### config.mk
export PLATFORM = sky130hd
export DESIGN_NAME = imem_loader
export DESIGN_NICKNAME = d
export VERILOG_FILES = /design/src/rtl/imem_loader_pkg.sv /design/src/rtl/imem_word_assembler.sv /design/src/rtl/imem_loader.sv
export SDC_FILE = /design/constraint.sdc
export NUM_CORES = 1
export LEC_CHECK = 0
export BUFFER_PORTS_ARGS = -buffer_cell sky130_fd_sc_hd__buf_2
export CORE_UTILIZATION = 62
export CTS_BUF_LIST = sky130_fd_sc_hd__clkbuf_8
export DETAILED_ROUTE_END_ITERATION = 7
export GPL_TIMING_DRIVEN = 0
export PLACE_DENSITY = 0.88
export SLEW_MARGIN = 40
export SYNTH_ARGS = -nofsm -noshare
export SYNTH_HDL_FRONTEND = slang
export SYNTH_SLANG_ARGS = --single-unit
### constraint.sdc
create_clock -name clk -period 4.01 [get_ports clk]
set_input_delay 0.401 -clock clk [delete_from_list [all_inputs] [get_ports clk]]
set_output_delay 0.401 -clock clk [all_outputs]
set_load 0.01 [all_outputs]
### src/rtl/imem_loader_pkg.sv
// imem_loader_pkg: shared state encoding and stream header width for the loader
package imem_loader_pkg;
    typedef enum logic [2:0] {IDLE, LEN0, LEN1, DATA, WRITE, DONE} state_t;
    localparam int HDR_W = 16;
endpackage

### src/rtl/imem_word_assembler.sv
// imem_word_assembler: packs four accepted bytes little-endian into one 32-bit word
module imem_word_assembler (
    input  logic        clk,
    input  logic        rst,
    input  logic        clr,
    input  logic        shift_en,
    input  logic [7:0]  byte_data,
    output logic [31:0] word,
    output logic        word_ready
);
    logic [1:0]  cnt;
    logic [31:0] sr;
    // word already includes the byte being accepted, so it is complete on the 4th transfer
    always_comb begin
        word = sr;
        word[{cnt, 3'b000} +: 8] = byte_data;
    end
    assign word_ready = shift_en & (cnt == 2'd3);
    always_ff @(posedge clk or posedge rst) begin
        if (rst) begin
            cnt <= '0;
            sr  <= '0;
        end else if (clr) begin
            cnt <= '0;
            sr  <= '0;
        end else if (shift_en) begin
            cnt <= cnt + 2'd1;
            sr  <= word;
        end
    end
endmodule

### src/rtl/imem_loader.sv
// imem_loader: loads a length-prefixed byte stream into instruction memory while holding the CPU
module imem_loader import imem_loader_pkg::*; #(
    parameter int          DEPTH     = 32,
    parameter logic [31:0] BASE_ADDR = 32'h0000_0000
) (
    input  logic        clk,
    input  logic        rst,
    input  logic        start,
    input  logic        byte_valid,
    input  logic [7:0]  byte_data,
    output logic        byte_ready,
    output logic        wr_en,
    output logic [31:0] wr_addr,
    output logic [31:0] wr_data,
    output logic        busy,
    output logic        cpu_hold,
    output logic        done,
    output logic        error
);
    localparam int KW = $clog2(DEPTH + 1);
    state_t           state, nxt;
    logic [HDR_W-1:0] n, len;
    logic [KW-1:0]    k;
    logic             xfer, accept, word_ready;
    logic [31:0]      word;
    assign xfer   = byte_valid & byte_ready;
    assign accept = start & (state == IDLE || state == DONE);
    assign len    = {byte_data, n[7:0]};
    imem_word_assembler u_asm (
        .clk        (clk),
        .rst        (rst),
        .clr        (accept),
        .shift_en   (xfer && state == DATA),
        .byte_data  (byte_data),
        .word       (word),
        .word_ready (word_ready)
    );
    always_comb begin
        nxt = state;
        case (state)
            IDLE, DONE: nxt = start ? LEN0 : state;
            LEN0:       nxt = xfer ? LEN1 : LEN0;
            LEN1:       nxt = !xfer ? LEN1 : (len == '0 || len > HDR_W'(DEPTH)) ? DONE : DATA;
            DATA:       nxt = word_ready ? WRITE : DATA;
            WRITE:      nxt = (HDR_W'(k) + 16'd1 == n) ? DONE : DATA;
            default:    nxt = IDLE;
        endcase
    end
    assign byte_ready = state inside {LEN0, LEN1, DATA};
    assign busy       = (state inside {LEN0, LEN1, DATA, WRITE}) | accept;
    assign cpu_hold   = busy;
    assign done       = state == DONE;
    assign wr_en      = state == WRITE;
    always_ff @(posedge clk or posedge rst) begin
        if (rst) begin
            state   <= IDLE;
            n       <= '0;
            k       <= '0;
            error   <= 1'b0;
            wr_addr <= BASE_ADDR;
            wr_data <= '0;
        end else begin
            state <= nxt;
            if (accept) begin
                k     <= '0;
                error <= 1'b0;
            end
            if (xfer && state == LEN0)
                n[7:0] <= byte_data;
            if (xfer && state == LEN1) begin
                n[HDR_W-1:8] <= byte_data;
                error        <= len > HDR_W'(DEPTH);
            end
            if (word_ready) begin
                wr_addr <= BASE_ADDR + (32'(k) << 2);
                wr_data <= word;
            end
            if (state == WRITE)
                k <= k + 1'b1;
        end
    end
endmodule

### Word level (Yosys, flattened, before mapping)

Cells that the tools add are included.

* register bits: 98
* bits of input ports: 12
* logic and storage cells: 57

* $add $sub $neg: 4
* magnitude comparators: 1
* equality and inequality tests: 8
* shifts and indexed selects: 2
* multiplexer cells: 16
* bitwise operators: 4
* reductions and logical operators: 13

Operators with widths (number)
* 32-bit two-way mux: 2
* 32-bit bitwise mux: 1
* 8-bit by 7-bit variable shift with 32-bit output, first input constant: 1
* 8-bit by 7-bit indexed part select with 32-bit output: 1
* 7-bit by 16-bit equality test with 1-bit output: 1
* 16-bit by 6-bit greater-than comparator with 1-bit output, second input constant: 1
* 16-bit logical NOT: 1
* 3-bit two-way mux: 5
* 3-bit case mux with 5 select lines: 1
* 6-bit two-way mux: 2
* 6-bit by 1-bit adder with 7-bit output, second input constant: 1
* 5-bit negator with 7-bit output: 1
* 6-bit by 1-bit adder with 6-bit output, second input constant: 1
* 3-bit by 2-bit equality test with 1-bit output, second input constant: 2
* 3-bit equality test, second input constant: 2
* 2-bit two-way mux: 3
* 2-bit nonzero test: 3
* 4-bit nonzero test: 1
* 1-bit bitwise AND: 3
* 3-bit by 1-bit equality test with 1-bit output, second input constant: 1
* 1-bit logical AND: 3
* 3-bit logical NOT: 1
* 3-bit nonzero test: 1
* 2-bit by 1-bit adder with 2-bit output, second input constant: 1
* 6 further kinds: 8

### Depth between registers and ports, before layout

Gate-level depths: netlist of run 1.

* word-level depth: 7
* depth in mapped cells: 9
* depth with buffers taken out: 7

### Cells and area by module

From an unflattened synthesis of run 1, not the netlist that was laid out.

* cell total of the unflattened synthesis: 455
* area, all modules: 5038.6 um^2

By module, submodules not included
* imem_loader: instances 1, cells each 244, area each 3044.2 um^2, seq. area each 1601.5 um^2
* imem_word_assembler: instances 1, cells each 211, area each 1994.4 um^2, seq. area each 850.8 um^2

### Worst setup path before layout of run 1

No wires, ideal clock.

* kind: reg2reg
* start point: reg u_asm.cnt[0]
* end point: reg u_asm.sr[16]
* setup time: 0.072 ns
* arrival time: 1.989 ns
* data required time: 3.938 ns
* setup slack: 1.949 ns
* stages on the path, launching flop included: 9
* path buffers: 1
* period minus slack after synthesis: 2.061 ns
* cells stage by stage: dfrtp_1 > inv_1 > ha_1 > clkinv_1 > nor4b_2 > and2_1 > buf_2 > a22oi_1 > nor2_1

* word-level cells in the longest chain between the ends: 5
* elaborated cells between the ends (all ways): 6

RTL lines
* start: declaration: line imem_word_assembler.sv:11 `logic [1:0] cnt;`
* start signal: assignment: line imem_word_assembler.sv:27 `cnt <= cnt + 2'd1;`
* 5-bit negator with 7-bit output (*): line imem_word_assembler.sv:16 `word[{cnt, 3'b000} +: 8] = byte_data;`
* 8-bit by 7-bit indexed part select with 32-bit output or 8-bit by 7-bit variable shift with 32-bit output (tied branches): line imem_word_assembler.sv:16
* 32-bit bitwise mux (*): line imem_word_assembler.sv:16
* 32-bit two-way mux (*): line imem_word_assembler.sv:26 `end else if (shift_en) begin`
* 32-bit two-way mux (*): line imem_word_assembler.sv:23 `end else if (clr) begin`
* end signal: assignment: line imem_word_assembler.sv:28 `sr <= word;`
* end: declaration: line imem_word_assembler.sv:12 `logic [31:0] sr;`

Every way passes the cells marked *; elsewhere a longest branch is shown, timed or not. The select of a mux whose other input is x is not followed.
A chain may end at the register's enable or synchronous reset.

### Worst setup path after layout of run 1

* start point: reg state[2]
* end point: out cpu_hold

* word-level cells in the longest chain between the ends: 4
* elaborated cells between the ends (all ways): 10

RTL lines
* start: declaration: line imem_loader.sv:21 `state_t state, nxt;`
* start signal: assignment: line imem_loader.sv:63 `state <= nxt;`
* 3-bit equality test or 3-bit logical NOT (tied branches): line imem_loader.sv:27 `assign accept = start & (state == IDLE || state == DONE);`
* 1-bit logical OR: line imem_loader.sv:27
* 1-bit bitwise AND: line imem_loader.sv:27
* 1-bit bitwise OR (*): line imem_loader.sv:50 `assign busy = (state inside {LEN0, LEN1, DATA, WRITE}) | accept;`
* end: declaration: line imem_loader.sv:16 `output logic cpu_hold,`

Every way passes the cells marked *; elsewhere a longest branch is shown, timed or not.

==> impl_metrics.csv, run 1 <==
group,metric,value,unit
layout,drive_gt1_frac,0.225,
clock_tree,ctsResizeCount,0,
route,drt_iter0_drc,345,
setup_path,cp_top_family,"buffers and inverters",
clock_tree,cts_buffer_depth,2,
timing,worst_pin_slew,0.771,ns
route,drtAntennaViolNets,0,
logic_synthesis,synth_cells,459,
timing,max_slew_margin,0.485,
clock_tree,cts_hold_buf,0,
timing,fmax,0.346,GHz
setup_path,start_kind,"register",
power_and_ir_drop,ir_drop,401,uV
setup_path,r2r_setup_slack,1.36,ns
clock_tree,h-tree-depth,3,
placement,post_dp_cell_area,4860,um2
die,core,6790,um2
timing,setup-tns-final,0,ns
die,die_area,7340,um2
worst_hold_path,worstHoldPathType,"in -> async",
layout,fin_area,5100,um2
timing,rsz0062_at_grt,"false",
logic_synthesis,async_flop_share,1.00,
layout,fill_cells,487,
global_routing,grt_util_met3,0.0654,
setup_path,r2r_cells,8,
global_routing,grt-busiest-layer,"met2",
logic_synthesis,yosysSeqAreaShare,0.519,
layout,multiInputGateArea,1810,um2
timing,hold_viol_final,0,
logic_synthesis,synth_area_leader_cell,"dfrtp_1",
die,rows,30,
logic_synthesis,mappedNetlistArea,4340,um2
setup_path,reg2reg_from,"u_asm.cnt[0]",
timing,setup_viol,0,
clock_tree,cts_setup_buffers,0,
clock_tree,root_buffer,"clkbuf_8",
flow_run,maxCapViolCount,0,
global_routing,grt_pass1_vias,3472,
global_routing,met1_usage,0.366,
setup_path,crit_required,3.61,ns
setup_path,worstPathArrival,2.49,ns
layout,layout.nets,569,
route,post-route-drc-count,0,
logic_synthesis,synth_top_cell_area_share,0.519,
power_and_ir_drop,p_per_area,615,nW/um2
layout,final-seq-area,2250,um2
die,io_pins,82,
logic_synthesis,ys_types,46,
logic_synthesis,synth.avg_cell_area,9.46,um2
setup_path,path_cells,"clkbuf_1, xnor2_1, and3_1, clkbuf_1, nor2_1, o21ai_0, buf_4, buf_2",
timing,fin_skew,0.00829,ns
status,run_status,"complete, no violations",
setup_path,cp-end-kind,"output pin",
clock_tree,cts_num_sinks,90,
setup_path,critical-path-slowest-cell,"nor2_1",
placement,post-dp-hpwl,7.01,mm
timing,fin_crit_sh,0.720,
layout,insertedDiodeCount,0,
placement,io_buffers,55,
setup_path,r2r_end,"u_asm.sr[18]",
route,route.vias.total,3669,
logic_synthesis,ys_warn_count,0,
timing,finalMaxSlewViolations,0,
die,die_w,85.7,um
logic_synthesis,synth.area.top_cells,"dfrtp_1 (52%), nor2_1 (7.4%), nand2_1 (6.2%), buf_4 (5.0%), a221oi_1 (4.8%)",
die,die_h,85.7,um
clock_tree,clock_latency,0.37,ns
logic_synthesis,synth-edff-count,0,
route,firstDrtPassIters,5,
placement,globalplace.congestion,0.825,
route,vias_per_cell,5.63,
power_and_ir_drop,power.static_leakage,2.65,nW
clock_tree,cts_tree,"done",
layout,layout_commonest_cell,"dfrtp_1",
clock_tree,cts_buffers,9,
setup_path,path_class,"reg -> out",
global_routing,gr-usage-met2,0.479,
setup_path,cp_slowest_stage_delay,0.40,ns
layout,layout_common_cells,"dfrtp_1 (90), nor2_1 (86), nand2_1 (72), buf_2 (60), buf_4 (29)",
global_routing,grt_pass1_wl,16.4,mm
setup_path,cpMostUsedCell,"clkbuf_1",
die,start_util,0.639,
global_routing,grt_overflow_total,0,
route,wl,10.4,mm
setup_path,path_max_fanout,10,
logic_synthesis,synthFlopType,"dfrtp_1",
clock_tree,path_clk_slew,0.09,ns
global_routing,grt_max_degree,47,
route,wl_per_cell,15.9,um
global_routing,antenna_found_initial,0,
timing,min_period,2.89,ns
layout,area.growth.synth_to_final,17.5,%
logic_synthesis,synth-seq-cells,90,
global_routing,grtUsageTotal,0.293,
setup_path,path_buf_inv,4,
cell usage after synthesis, drive strengths merged, types with 2 or more instances:
master / instances
o22ai: 2
clkbuf: 22
o21ai: 11
o41ai: 2
and2: 4
o21a: 2
a221oi: 24
a22oi: 24
nand3: 14
a31oi: 2
nand2: 72
mux2: 8
nand4: 3
xor2: 5
nor3: 6
nor2: 86
buf: 37
a21oi: 2
inv: 10
or4: 2
nor4: 4
xnor2: 4
ha: 6
dfrtp: 90
nor4b: 2
metal layers:
metal	wire, um	vias up
met3	695	45
met4	412	0
met1	4160	1763
li1	-	1703
met2	5110	158
met5	0	-
where the power goes:
group / switching [mW] / total (mW) / internal (mW) / leakage (nW)
sequential: 0.178 / 1.34 / 1.16 / 1.22
clock: 0.337 / 0.725 / 0.388 / 0.116
combinational: 0.647 / 1.08 / 0.429 / 1.31
registers in the layout (all words and copies together), names as in the netlist:
register   flops
wr_data       32
wr_addr        6
u_asm.cnt      2
u_asm.sr      24
state          3
error          1
k              6
n             16
area by class of cell:
cell class,instances,area share
flip-flops and latches,90,0.441
multi-input cells,324,0.354
plain buffers,59,0.0674
repair buffers,56,0.0579
clock buffers,11,0.0297
well taps,96,0.0235
clock inverters,5,0.0167
inverters,11,0.00907
how the worst max path moves through the flow:
stage | startpoint | to | slack [ns] | depth (start not counted)
after CTS | state[2] | cpu_hold | 1.16 | 8
after global routing | state[2] | cpu_hold | 0.90 | 8
after global placement | rst | wr_addr[4] | 0.36 | 2
after detailed placement | u_asm.cnt[0] | u_asm.sr[18] | 1.49 | 8
final | state[2] | cpu_hold | 1.12 | 8
after floorplan | rst | error | 1.27 | 1
stage by stage:
stage	hold slack, ns	total power, mW	setup slack [ns]	cells	utilization
after floorplan	0.447	2.05	1.27	484	-
after global placement	0.452	2.32	0.356	635	0.711
after detailed placement	0.448	2.40	1.49	636	0.716
after CTS	0.0488	3.12	1.16	652	0.750
after global routing	0.0716	3.30	0.895	652	0.751
final	0.0333	3.14	1.12	652	0.751
cells by family after synthesis:
group / Yosys count / share of synthesized area
simple gates: 198 / 0.198
buf+inv: 70 / 0.0887
xor+xnor: 9 / 0.0181
mux: 9 / 0.0230
flops: 90 / 0.519
compound gates: 76 / 0.136
other cells: 1 / 0.000863
fa+ha+maj: 6 / 0.0173
No activity file was read; power rests on OpenSTA's default activity.
==> run 2: changes to the inputs <==
--- a/config.mk
+++ b/config.mk
@@ -6,11 +6,11 @@
 export NUM_CORES = 1
 export LEC_CHECK = 0
 export BUFFER_PORTS_ARGS = -buffer_cell sky130_fd_sc_hd__buf_2
-export CORE_UTILIZATION = 62
+export CORE_UTILIZATION = 52
 export CTS_BUF_LIST = sky130_fd_sc_hd__clkbuf_8
 export DETAILED_ROUTE_END_ITERATION = 7
 export GPL_TIMING_DRIVEN = 0
-export PLACE_DENSITY = 0.88
+export PLACE_DENSITY = 0.79
 export SLEW_MARGIN = 40
 export SYNTH_ARGS = -nofsm -noshare
 export SYNTH_HDL_FRONTEND = slang
==> constraint.sdc (replaced) <==
create_clock -name clk -period 2.32 [get_ports clk]
set_input_delay 0.232 -clock clk [delete_from_list [all_inputs] [get_ports clk]]
set_output_delay 0.232 -clock clk [all_outputs]
set_load 0.01 [all_outputs]
==> run 2 against run 1 <==
  * Combinational power is 78% higher
  * Clock power is 53% higher
  * Cell area rose by 2.3%
  * Wire length rose by 0.13%
  * Register-to-register slack lost 1.3 ns
  * Critical path type is now reg -> reg
  * Largest power group unchanged
==> impl_metrics.csv, run 2 (synthesized netlist as in run 1, its figures left out) <==
group,metric,value,unit
status,run_status,"complete, no violations",
global_routing,grt_pass1_vias,3480,
timing,whs,0.242,ns
layout,reg.largest.list,"wr_data (32), u_asm.sr (24), n (16)",
setup_path,path_buf_inv,1,
power_and_ir_drop,ir_drop,523,uV
clock_tree,clock_latency,0.38,ns
layout,layout_common_cells,"dfrtp_1 (88), nor2_1 (85), nand2_1 (72), buf_2 (60), buf_4 (33)",
global_routing,grt_overflow_total,0,
clock_tree,cts_num_sinks,90,
setup_path,worstPathArrival,2.53,ns
setup_path,critical-path-slowest-cell,"dfrtp_2",
die,rows,32,
route,wl_per_cell,15.7,um
clock_tree,cts_buffers,9,
clock_tree,path_clk_slew,0.09,ns
setup_path,path_class,"reg -> reg",
layout,final_cell_count_no_fill,663,
placement,globalplace.congestion,0.849,
timing,hold_viol_final,0,
global_routing,grt_max_degree,23,
setup_path,reg2reg_from,"u_asm.cnt[0]",
timing,fin_crit_sh,0.964,
placement,placedCellCount,645,
setup_path,cp-end-kind,"register",
setup_path,path_max_fanout,9,
layout,drive_gt1_frac,0.246,
timing,fin_skew,0.0156,ns
route,drt_iter0_drc,205,
setup_path,start_kind,"register",
die,die_area,8720,um2
clock_tree,h-tree-depth,3,
clock_tree,root_buffer,"clkbuf_8",
die,io_pins,82,
flow_run,maxCapViolCount,0,
die,start_util,0.551,
worst_hold_path,worstHoldPathType,"in -> reg",
route,firstDrtPassIters,5,
timing,worst_pin_slew,0.825,ns
die,die_h,93.4,um
layout,layout.nets,574,
setup_path,path_cells,"inv_1, ha_1, nand2_1, nor3_4, and2_2, a22oi_1, nor2_1",
route,vias_per_cell,5.49,
setup_path,cp_slowest_stage_delay,0.48,ns
setup_path,cp_top_family,"simple AND/OR/NAND/NOR gates",
placement,post-dp-hpwl,7.38,mm
global_routing,grt_pass1_wl,16.9,mm
layout,area.growth.synth_to_final,20.2,%
route,drtAntennaViolNets,0,
placement,io_buffers,55,
power_and_ir_drop,p_per_area,1030,nW/um2
layout,insertedDiodeCount,0,
worst_hold_path,holdCritStartpoint,"start",
route,wl,10.4,mm
clock_tree,cts_tree,"done",
timing,min_period,2.24,ns
timing,max_slew_margin,0.449,
layout,fill_cells,661,
die,die_w,93.4,um
timing,setup_viol,0,
die,core,7890,um2
setup_path,startpoint,"u_asm.cnt[0]",
timing,rsz0062_at_grt,"true",
global_routing,antenna_found_initial,0,
setup_path,crit_required,2.61,ns
global_routing,grtUsageTotal,0.256,
route,route.vias.total,3639,
power_and_ir_drop,power.static_leakage,2.71,nW
layout,largest_reg_flops,32,
timing,fmax,0.447,GHz
layout,max_flop_register,"wr_data",
layout,layout_commonest_cell,"dfrtp_1",
clock_tree,cts_buffer_depth,2,
route,post-route-drc-count,0,
timing,finalMaxSlewViolations,0,
run 2: changes by cell type in the layout (fill, tap and decap cells not counted), sizes merged:
cell / delta
dlygate4sd3: +1
clkinvlp: +2
bufinv: -1
inv: +1
clkbuf: -5
buf: +7
run 2: routing by layer:
layer  GRT usage  up-vias  routed length [um]
met5           0        -                   0
met4       0.106        0                 170
met3      0.0439       19                 631
met2       0.432      138                5290
met1       0.326     1764                4290
li1            -     1718                   -
run 2: where the power goes:
group          internal (mW)  switching, mW  total [mW]
Combinational          0.823           1.10        1.92
Clock                  0.509          0.603        1.11
Sequential              2.01          0.327        2.34
Total                   3.34           2.03        5.37
run 2: layout make-up:
class,count,area [um2],area share
sequential,90,2250,0.432
inverter,11,48.8,0.00935
tap,102,128,0.0244
clock inverter,7,78.8,0.0151
timing repair buffer,64,413,0.0791
clock buffer,9,124,0.0237
buffer,56,335,0.0642
multi-input combinational,324,1840,0.352
run 2: per-stage QoR:
stage          setup WS, ns  setup TNS [ns]  total power, mW  cell area [um2]   util
3_3_place_gp         -0.115           -1.54             4.03             4840  0.614
3_5_place_dp         -0.219           -2.16             4.15             4950  0.627
5_1_grt             -0.0575          -0.128             5.71             5220  0.662
4_1_cts             -0.0324          -0.121             5.28             5190  0.658
6_report             0.0832               0             5.37             5220  0.662
2_1_floorplan         0.259               0             3.54             4440      -
run 2: timing repair:
item | CTS | global route
hold buffers | 1 | 0
buffers inserted | 1 | 3
pin swaps | 1 | 2
setup endpoints to repair | 18 | 25
gates resized for setup | 7 | 4
hold endpoints to repair | 21 | 0
run 2: path summary, 6_finish.rpt:
kind                       slack (ns)          end  depth (start not counted)
min in group asynchronous        0.45   wr_data[0]                          3
setup reg to reg                 0.08  u_asm.sr[9]                          7
max in group asynchronous        1.06        n[13]                          6
setup / recovery                 0.08  u_asm.sr[9]                          7
hold reg to reg                  0.48  wr_data[31]                          2
hold / removal                   0.24     state[0]                          3
run 2: worst reg2reg max path, cell delays in order, from the launching register on:
cell and delay (ns):
dfrtp_2 0.48, inv_1 0.18, ha_1 0.47, nand2_1 0.16
nor3_4 0.31, and2_2 0.31, a22oi_1 0.12, nor2_1 0.14
==> run 3: changes to the inputs <==
--- a/config.mk
+++ b/config.mk
@@ -6,11 +6,11 @@
 export NUM_CORES = 1
 export LEC_CHECK = 0
 export BUFFER_PORTS_ARGS = -buffer_cell sky130_fd_sc_hd__buf_2
-export CORE_UTILIZATION = 52
-export CTS_BUF_LIST = sky130_fd_sc_hd__clkbuf_8
+export CORE_UTILIZATION = 50
+export CTS_BUF_LIST = sky130_fd_sc_hd__clkbuf_16
 export DETAILED_ROUTE_END_ITERATION = 7
 export GPL_TIMING_DRIVEN = 0
-export PLACE_DENSITY = 0.79
+export PLACE_DENSITY = 0.76
 export SLEW_MARGIN = 40
 export SYNTH_ARGS = -nofsm -noshare
 export SYNTH_HDL_FRONTEND = slang
==> run 3 against run 2 <==
  * Setup slack improved by 0.071 ns
  * First-iteration DRC count rose by 6.3%
  * Final cell count is 0.15% higher
  * Clock power is 16% higher
  * Core utilization decreased by 2.8 points
  * Highest routed layer unchanged
  * Count of clock-buffer cells in the layout unchanged
==> impl_metrics.csv, run 3 (synthesized netlist as in run 1, its figures left out) <==
group,metric,value,unit
power_and_ir_drop,power.static_leakage,2.72,nW
setup_path,start_kind,"register",
timing,setup_viol,0,
status,run_status,"complete, no violations",
setup_path,path_cells,"inv_1, ha_2, nand2_1, nor3_4, and2_1, buf_2, a22oi_1, nor2_1",
setup_path,r2r_cells,8,
clock_tree,clock_latency,0.33,ns
placement,post-dp-hpwl,7.11,mm
layout,layout_commonest_cell,"dfrtp_1",
setup_path,path_class,"reg -> reg",
global_routing,grt_overflow_total,0,
clock_tree,cts_buffers,9,
setup_path,cp-end-kind,"register",
setup_path,worstPathArrival,2.42,ns
timing,max_slew_margin,0.545,
clock_tree,h-tree-depth,3,
die,die_area,9060,um2
timing,setup_slack,0.154,ns
power_and_ir_drop,p_total,5.54,mW
placement,io_buffers,55,
timing,rsz0062_at_grt,"false",
layout,layout.nets,572,
die,core,8300,um2
clock_tree,cts_buffer_depth,2,
route,firstDrtPassIters,7,
power_and_ir_drop,p_per_area,1050,nW/um2
route,post-route-drc-count,0,
die,io_pins,82,
setup_path,critical-path-slowest-cell,"dfrtp_2",
route,route.vias.total,3639,
setup_path,cp_slowest_stage_delay,0.48,ns
global_routing,grt_max_degree,28,
setup_path,r2r_end,"u_asm.sr[2]",
layout,reg.largest.list,"wr_data (32), u_asm.sr (24), n (16)",
die,die_h,95.2,um
global_routing,grt_pass1_vias,3403,
clock_tree,path_clk_slew,0.06,ns
route,vias_per_cell,5.48,
setup_path,path_max_fanout,8,
die,start_util,0.523,
timing,worst_pin_slew,0.680,ns
route,wl_per_cell,15.2,um
global_routing,grt_pass1_wl,16.5,mm
timing,finalMaxSlewViolations,0,
flow_run,maxCapViolCount,0,
timing,min_period,2.17,ns
timing,fmax,0.462,GHz
power_and_ir_drop,ir_drop,490,uV
layout,insertedDiodeCount,0,
worst_hold_path,worstHoldPathType,"in -> reg",
layout,area.growth.synth_to_final,21.2,%
placement,globalplace.congestion,0.931,
setup_path,cp_top_family,"simple AND/OR/NAND/NOR gates",
timing,setup-tns-final,0,ns
placement,place_ws,-0.199,ns
layout,drive_gt1_frac,0.245,
clock_tree,cts_num_sinks,90,
setup_path,path_buf_inv,2,
worst_hold_path,holdCritStartpoint,"start",
timing,fin_crit_sh,0.933,
worst_hold_path,min_to,"state[0]",
global_routing,antenna_found_initial,0,
clock_tree,root_buffer,"clkbuf_16",
clock_tree,cts_tree,"done",
setup_path,crit_required,2.58,ns
timing,fin_skew,0.00859,ns
global_routing,grtUsageTotal,0.241,
route,wl,10.1,mm
route,drtAntennaViolNets,0,
timing,hold_viol_final,0,
layout,largest_reg_flops,32,
layout,fill_cells,685,
setup_path,reg2reg_from,"u_asm.cnt[0]",
layout,layout_common_cells,"dfrtp_1 (88), nor2_1 (85), nand2_1 (72), buf_2 (60), buf_4 (34)",
route,drt_iter0_drc,218,
die,rows,33,
layout,max_flop_register,"wr_data",
worst_hold_path,holdPathStages,3,
die,die_w,95.2,um
setup_path,r2r_setup_slack,0.15,ns
-- run 3: cell count changes in the layout (fill, tap and decap cells not counted), moves of 2 or more --
cell / change
buf_16: -2
clkbuf_8: -9
buf_12: +2
clkbuf_16: +9
clkinv_1: +3
clkinv_4: -2
-- run 3: repair_timing --
action,in CTS,in global routing
setup buffers,1,4
setup endpoints to repair,19,33
hold buffers,1,0
pin swaps,1,2
resized for setup,5,8
endpoints found under the hold margin,19,0
-- run 3: stage by stage --
stage / cell area (um2) / utilization / cells / hold slack (ns)
5_1_grt: 5260 / 0.634 / 664 / 0.280
3_3_place_gp: 4850 / 0.584 / 644 / 0.450
3_5_place_dp: 4920 / 0.593 / 647 / 0.277
2_1_floorplan: 4440 / - / 484 / 0.447
4_1_cts: 5220 / 0.628 / 663 / 0.264
6_report: 5260 / 0.634 / 664 / 0.262
-- run 3: worst max path at each step --
stage | start | endpoint | slack [ns] | cells after the start
global route | u_asm.cnt[0] | u_asm.sr[18] | 0.01 | 8
detailed placement | u_asm.cnt[0] | u_asm.sr[21] | -0.20 | 8
CTS | u_asm.cnt[0] | u_asm.sr[2] | -0.07 | 8
finish | u_asm.cnt[0] | u_asm.sr[2] | 0.15 | 8
global placement | u_asm.cnt[0] | u_asm.sr[22] | -0.16 | 8
floorplan | u_asm.cnt[0] | u_asm.sr[16] | 0.26 | 8
-- run 3: worst reg2reg max path: cells and delay by family, from the launching register on --
kind,cells,cell delay [ns]
buffers and inverters,2,0.41
flip-flops,1,0.48
AND/OR/NAND/NOR,4,0.78
AO/OA/AOI/OAI,1,0.10
adder cells (fa/ha/maj),1,0.33
-- run 3: layout make-up --
type	instances	area, um2	area share
clock buffers	9	225	0.0428
multi-input cells	324	1850	0.351
inverters	11	48.8	0.00927
plain buffers	54	327	0.0621
repair buffers	64	390	0.0742
well taps	105	131	0.0250
flip-flops and latches	90	2250	0.428
clock inverters	7	36.3	0.00689
-- run 3: routing by layer --
| metal | up-vias | GRT usage | part of all wire |
|---|---|---|---|
| met5 | - | 0 | 0 |
| met3 | 17 | 0.0478 | 0.064 |
| met1 | 1782 | 0.324 | 0.43 |
| met2 | 127 | 0.387 | 0.49 |
| li1 | 1713 | - | - |
| met4 | 0 | 0.0896 | 0.018 |
-- run 3: power breakdown --
group          switching (mW)  leakage [nW]  internal, mW
Combinational            1.08          1.38         0.810
Sequential              0.344          1.21          2.01
Clock                   0.581         0.130         0.713
